`config.mk`:
```
export PLATFORM = sky130hd
export DESIGN_NAME = aes_core_scheduler
export DESIGN_NICKNAME = d
export VERILOG_FILES = /design/src/rtl/aes_core_scheduler.sv
export SDC_FILE = /design/constraint.sdc
export NUM_CORES = 1
export LEC_CHECK = 0
export CORE_AREA = 2 2 409 411
export DETAILED_ROUTE_END_ITERATION = 8
export DIE_AREA = 0 0 411 413
export PLACE_DENSITY_LB_ADDON = 0.1
export SLEW_MARGIN = 0
export SYNTH_ARGS = -nofsm -noshare
export SYNTH_HDL_FRONTEND = slang
export SYNTH_SLANG_ARGS = --single-unit
export TNS_END_PERCENT = 100
```
`constraint.sdc`:
```
create_clock -name clk -period 2 [get_ports clk]
set_input_delay 0.6 -clock clk [delete_from_list [all_inputs] [get_ports clk]]
set_output_delay 0.6 -clock clk [all_outputs]
set_load 0.005 [all_outputs]
```
`src/rtl/aes_core_scheduler.sv`:
```
// Round-robin front end sharing one AES-128 core among NREQ requesters.
// Latches the winner's key/block, pulses core_start, waits for core_valid under a watchdog, returns the result.
module aes_core_scheduler #(
  parameter int NREQ    = 2,
  parameter int TIMEOUT = 64
) (
  input  logic                 clk,
  input  logic                 rst_n,
  input  logic [NREQ-1:0]      req_valid,
  output logic [NREQ-1:0]      req_ready,
  input  logic [NREQ*128-1:0]  req_key,
  input  logic [NREQ*128-1:0]  req_data,
  output logic [NREQ-1:0]      rsp_valid,
  input  logic [NREQ-1:0]      rsp_ready,
  output logic [127:0]         rsp_data,
  output logic                 rsp_err,
  output logic                 core_start,
  output logic [127:0]         core_key,
  output logic [127:0]         core_din,
  input  logic                 core_valid,
  input  logic [127:0]         core_dout
);
  localparam int GW = (NREQ > 1) ? $clog2(NREQ) : 1;
  localparam int WW = $clog2(TIMEOUT);

  typedef enum logic [1:0] {IDLE, ISSUE, WAIT, RESP} state_t;

  state_t        state;
  logic [GW-1:0] grant, last_grant, pick, cand;
  logic          pick_ok;
  logic [WW-1:0] wdog;
  logic [127:0]  keys [NREQ];
  logic [127:0]  blks [NREQ];

  for (genvar g = 0; g < NREQ; g++) begin : g_unpack
    assign keys[g] = req_key[128*g +: 128];
    assign blks[g] = req_data[128*g +: 128];
  end

  // Walk candidates starting just after the last grant, wrapping at NREQ-1.
  always_comb begin
    pick    = '0;
    pick_ok = 1'b0;
    cand    = last_grant;
    for (int i = 0; i < NREQ; i++) begin
      cand = (cand == GW'(NREQ-1)) ? '0 : cand + 1'b1;
      if (!pick_ok && req_valid[cand]) begin
        pick    = cand;
        pick_ok = 1'b1;
      end
    end
  end

  // Gated by rst_n so every output reads 0 while reset is held.
  always_comb begin
    req_ready = '0;
    if (rst_n && state == IDLE && pick_ok) req_ready[pick] = 1'b1;
  end

  assign core_start = (state == ISSUE);

  always_ff @(posedge clk or negedge rst_n) begin
    if (!rst_n) begin
      state      <= IDLE;
      grant      <= '0;
      last_grant <= GW'(NREQ-1);
      wdog       <= '0;
      core_key   <= '0;
      core_din   <= '0;
      rsp_data   <= '0;
      rsp_err    <= 1'b0;
      rsp_valid  <= '0;
    end else begin
      case (state)
        IDLE: if (pick_ok) begin
          grant    <= pick;
          core_key <= keys[pick];
          core_din <= blks[pick];
          state    <= ISSUE;
        end
        ISSUE: begin
          wdog  <= '0;
          state <= WAIT;
        end
        WAIT: begin
          // core_valid takes priority over a simultaneous watchdog expiry
          if (core_valid) begin
            rsp_data         <= core_dout;
            rsp_err          <= 1'b0;
            rsp_valid[grant] <= 1'b1;
            state            <= RESP;
          end else if (wdog == WW'(TIMEOUT-2)) begin
            rsp_data         <= '0;
            rsp_err          <= 1'b1;
            rsp_valid[grant] <= 1'b1;
            state            <= RESP;
          end else begin
            wdog <= wdog + 1'b1;
          end
        end
        RESP: if (rsp_ready[grant]) begin
          last_grant <= grant;
          rsp_valid  <= '0;
          state      <= IDLE;
        end
        default: state <= IDLE;
      endcase
    end
  end
endmodule

```
==> results by group, run 1 <==
Outcome
  • Status: finished, violations left
  • Failing checks: negative setup slack

Floorplan
  • Die Area: 170000 sq um
  • FP Rows: 150
  • # IOs: 1037
  • Initial core utilization: 10.6%
  • Die height: 413 microns
  • Area of the core: 166000 sq um
  • Die X: 411 microns

CTS
  • Clk_lat worst skew: 660 ps
  • Hold Buf Count CTS: 0
  • Clock Pin Slew Worst Setup and Hold Paths: 60 ps
  • CTS Buf Count: 59
  • H-tree levels: 2
  • Root buf cell: clkbuf_16
  • Bufs on Longest Clock Path: 3
  • TritonCTS clock tree: built
  • Clock sink total: 397

STA
  • Worst Tran Pin Value: 586 ps
  • Slew HR: 60.9%
  • Setup TNS: -733 ps
  • Final hold slack: 64.5 ps
  • Final count of negative-setup-slack endpoints: 3
  • RSZ-0062 raised after global routing: yes
  • Final Max Tran Viols: 0
  • Final period utilization: 120%
  • Clk_skew: 15.8 ps
  • Final hold vios: 0
  • Max Freq: 418 MHz
  • Final min period: 2390 ps
  • Post-route worst setup slack: -395 ps

Logic synthesis
  • Syn Std Cell Area: 17600 sq um
  • Mapped Avg Cell Area: 10.1 sq um
  • #FFs+latches synth: 397
  • EDFF count, synth: 0
  • Synth area leaders: dfrtp_1, mux2i_1, nand2_1
  • Syn Inst Count: 1748
  • Cell variety after synth: 42
  • Ys async rst share: 100%
  • Top_reg_cell synth: dfrtp_1
  • Area leader, netlist: dfrtp_1
  • Syn nets: 2401
  • Register area share after synthesis: 56.4%
  • Yosys Warn Count: 0
  • Top cell type's share of synthesized area: 56.3%

Job
  • Max_cap viols: 0

Power
  • Total power: 42.6 mW
  • Pwr dens: 1280 nW/um^2
  • P_leak: 14.5 nW
  • VDD IR max: 0.000634 V

Worst setup path
  • Critical Path RT: 1400 ps
  • Worst Setup Start Kind: flip-flop
  • Max Fanout on Critical Path: 2
  • Kind of critical path: reg2out
  • CP Capture Type: primary output
  • Crit path arrival time: 1790 ps

Finish
  • Final core area utilization: 20.1%
  • Layout Nets: 3493
  • Synth-to-Final Area Change: 88.9%
  • Layout cells sized above 1: 10.6%

GRT
  • Gr ovfl total: 0
  • All-Layer GR Usage: 11.3%
  • Initial antenna violation count: 35
  • Vias in the first global route: 17645
  • Largest net degree at the start of global routing: 75
  • First-pass GRT wire length: 137 mm

Routing
  • Vias per cell: 3.25
  • Met3 routed WL: 8.96 mm
  • DRT antenna net count: 0
  • Pre-antenna DRT Iters: 4
  • M1 WL: 35.1 mm
  • DR WL/cell: 19.7 microns
  • Met2 WL post-DR: 54.0 mm
  • Total number of vias: 16577
  • Max Used Layer: met5
  • Drt drc: 0
  • Total Wirelength: 101 mm
  • DR iter-0 viols: 686

Place
  • Gp weighted congestion: 0.726
  • # port buffers: 1036
  • Dpl hpwl: 79.5 mm

Worst hold path
  • Worst hold-check path type: in2async
==> what timing repair did <==
item,CTS,global route
hold endpoints to repair,0,0
resized for setup,744,17
buffers inserted,18,5
endpoints found under the setup margin,390,25
pin swaps,4,2
==> metal layers <==
| layer | vias up | global-route usage (%) |
|---|---|---|
| li1 | 8134 | - |
| met1 | 7708 | 11.5 |
| met2 | 577 | 21.1 |
| met3 | 126 | 4.44 |
| met4 | 32 | 3.41 |
| met5 | - | 0 |
==> registers in the layout, indices dropped and copies added, names as in the netlist <==
signal / flops
last_grant: 1
wdog: 6
rsp_err: 1
rsp_valid: 2
grant: 1
state: 2
core_key: 128
core_din: 128
rsp_data: 128
==> worst paths after layout <==
check / from / to / slack, ps / cells after the start
max: last_grant / req_ready[0] / -390 / 4
min reg2reg: core_din[42] / core_din[42] / 470 / 2
min in group clk: core_din[42] / core_din[42] / 470 / 2
min: rst_n / core_din[33] / 60 / 3
max in group asynchronous: rst_n / core_din[74] / 1000 / 4
max reg2reg: last_grant / core_key[102] / 140 / 8
==> kinds of logic after synthesis <==
| family | after synthesis | share of synthesized area (%) |
|---|---|---|
| compound gates | 409 | 11.9 |
| fa+ha+maj | 6 | 0.426 |
| buf+inv | 134 | 4.67 |
| flops | 397 | 56.4 |
| mux | 258 | 14.7 |
| simple gates | 544 | 11.9 |
==> through the flow <==
step	area [sq um]	cells	setup slack, ps
6_report	33300	5107	-395
5_1_grt	33300	5098	-554
4_1_cts	33200	5086	-543
3_5_place_dp	31300	4962	-627
3_3_place_gp	31300	4962	-612
2_1_floorplan	17600	1748	22.4
==> synth_stat cells, types with 3 or more instances <==
cell / count
dfrtp_1: 396
and2_1: 3
inv_1: 3
nor2_1: 3
nand2_1: 521
buf_4: 8
buf_6: 16
o21ai_1: 207
o21ai_0: 180
a21oi_1: 8
mux2i_1: 257
clkbuf_2: 10
nand3_1: 5
buf_1: 8
clkbuf_1: 52
buf_2: 26
buf_8: 11
ha_1: 6
==> placed cells by master (no fill, tap or decap), types with 15 or more instances in the layout <==
cell             Yosys  routed
buf_4                8      80
diode_2              0      16
clkdlybuf4s15_1      0     192
dlygate4sd2_1        0     128
o21ai_0            180     180
clkdlybuf4s50_1      0     645
clkbuf_1            52      21
buf_2               26      18
clkdlybuf4s15_2      0      43
o21ai_1            207     207
clkbuf_8             0      15
dfrtp_1            396     390
clkbuf_16            0      60
mux2i_1            257     257
buf_12               0      44
nand2_1            521     520
==> power by group <==
part	internal, mW	leakage [nW]	switching (mW)
Sequential	11.9	4.92	2.05
Combinational	9.05	8.60	8.86
Clock	6.33	0.945	4.41
Total	27.3	14.5	15.3
==> worst max-delay path, stage by stage, from the launching register on <==
cell,delay (ps)
dfstp_2,560
a21boi_4,70
buf_6,130
nor3b_4,230
buf_12,150
==> cell type report <==
type / count / area [sq um]
diodes: 16 / 40.0
multi-input cells: 1217 / 6920
clock inverters: 12 / 155
repair buffers: 1162 / 11700
inverters: 3 / 11.3
clock buffers: 96 / 1790
fillers: 18337 / 133000
well taps: 2204 / 2760
flip-flops and latches: 397 / 9940
(Power assumes the default switching activity.)
==> run 2: changes to the inputs <==
Settings changed: SLEW_MARGIN 0 to 20.
==> results of run 2 <==
Final layout, timing and power as in run 1 (identical DEF).
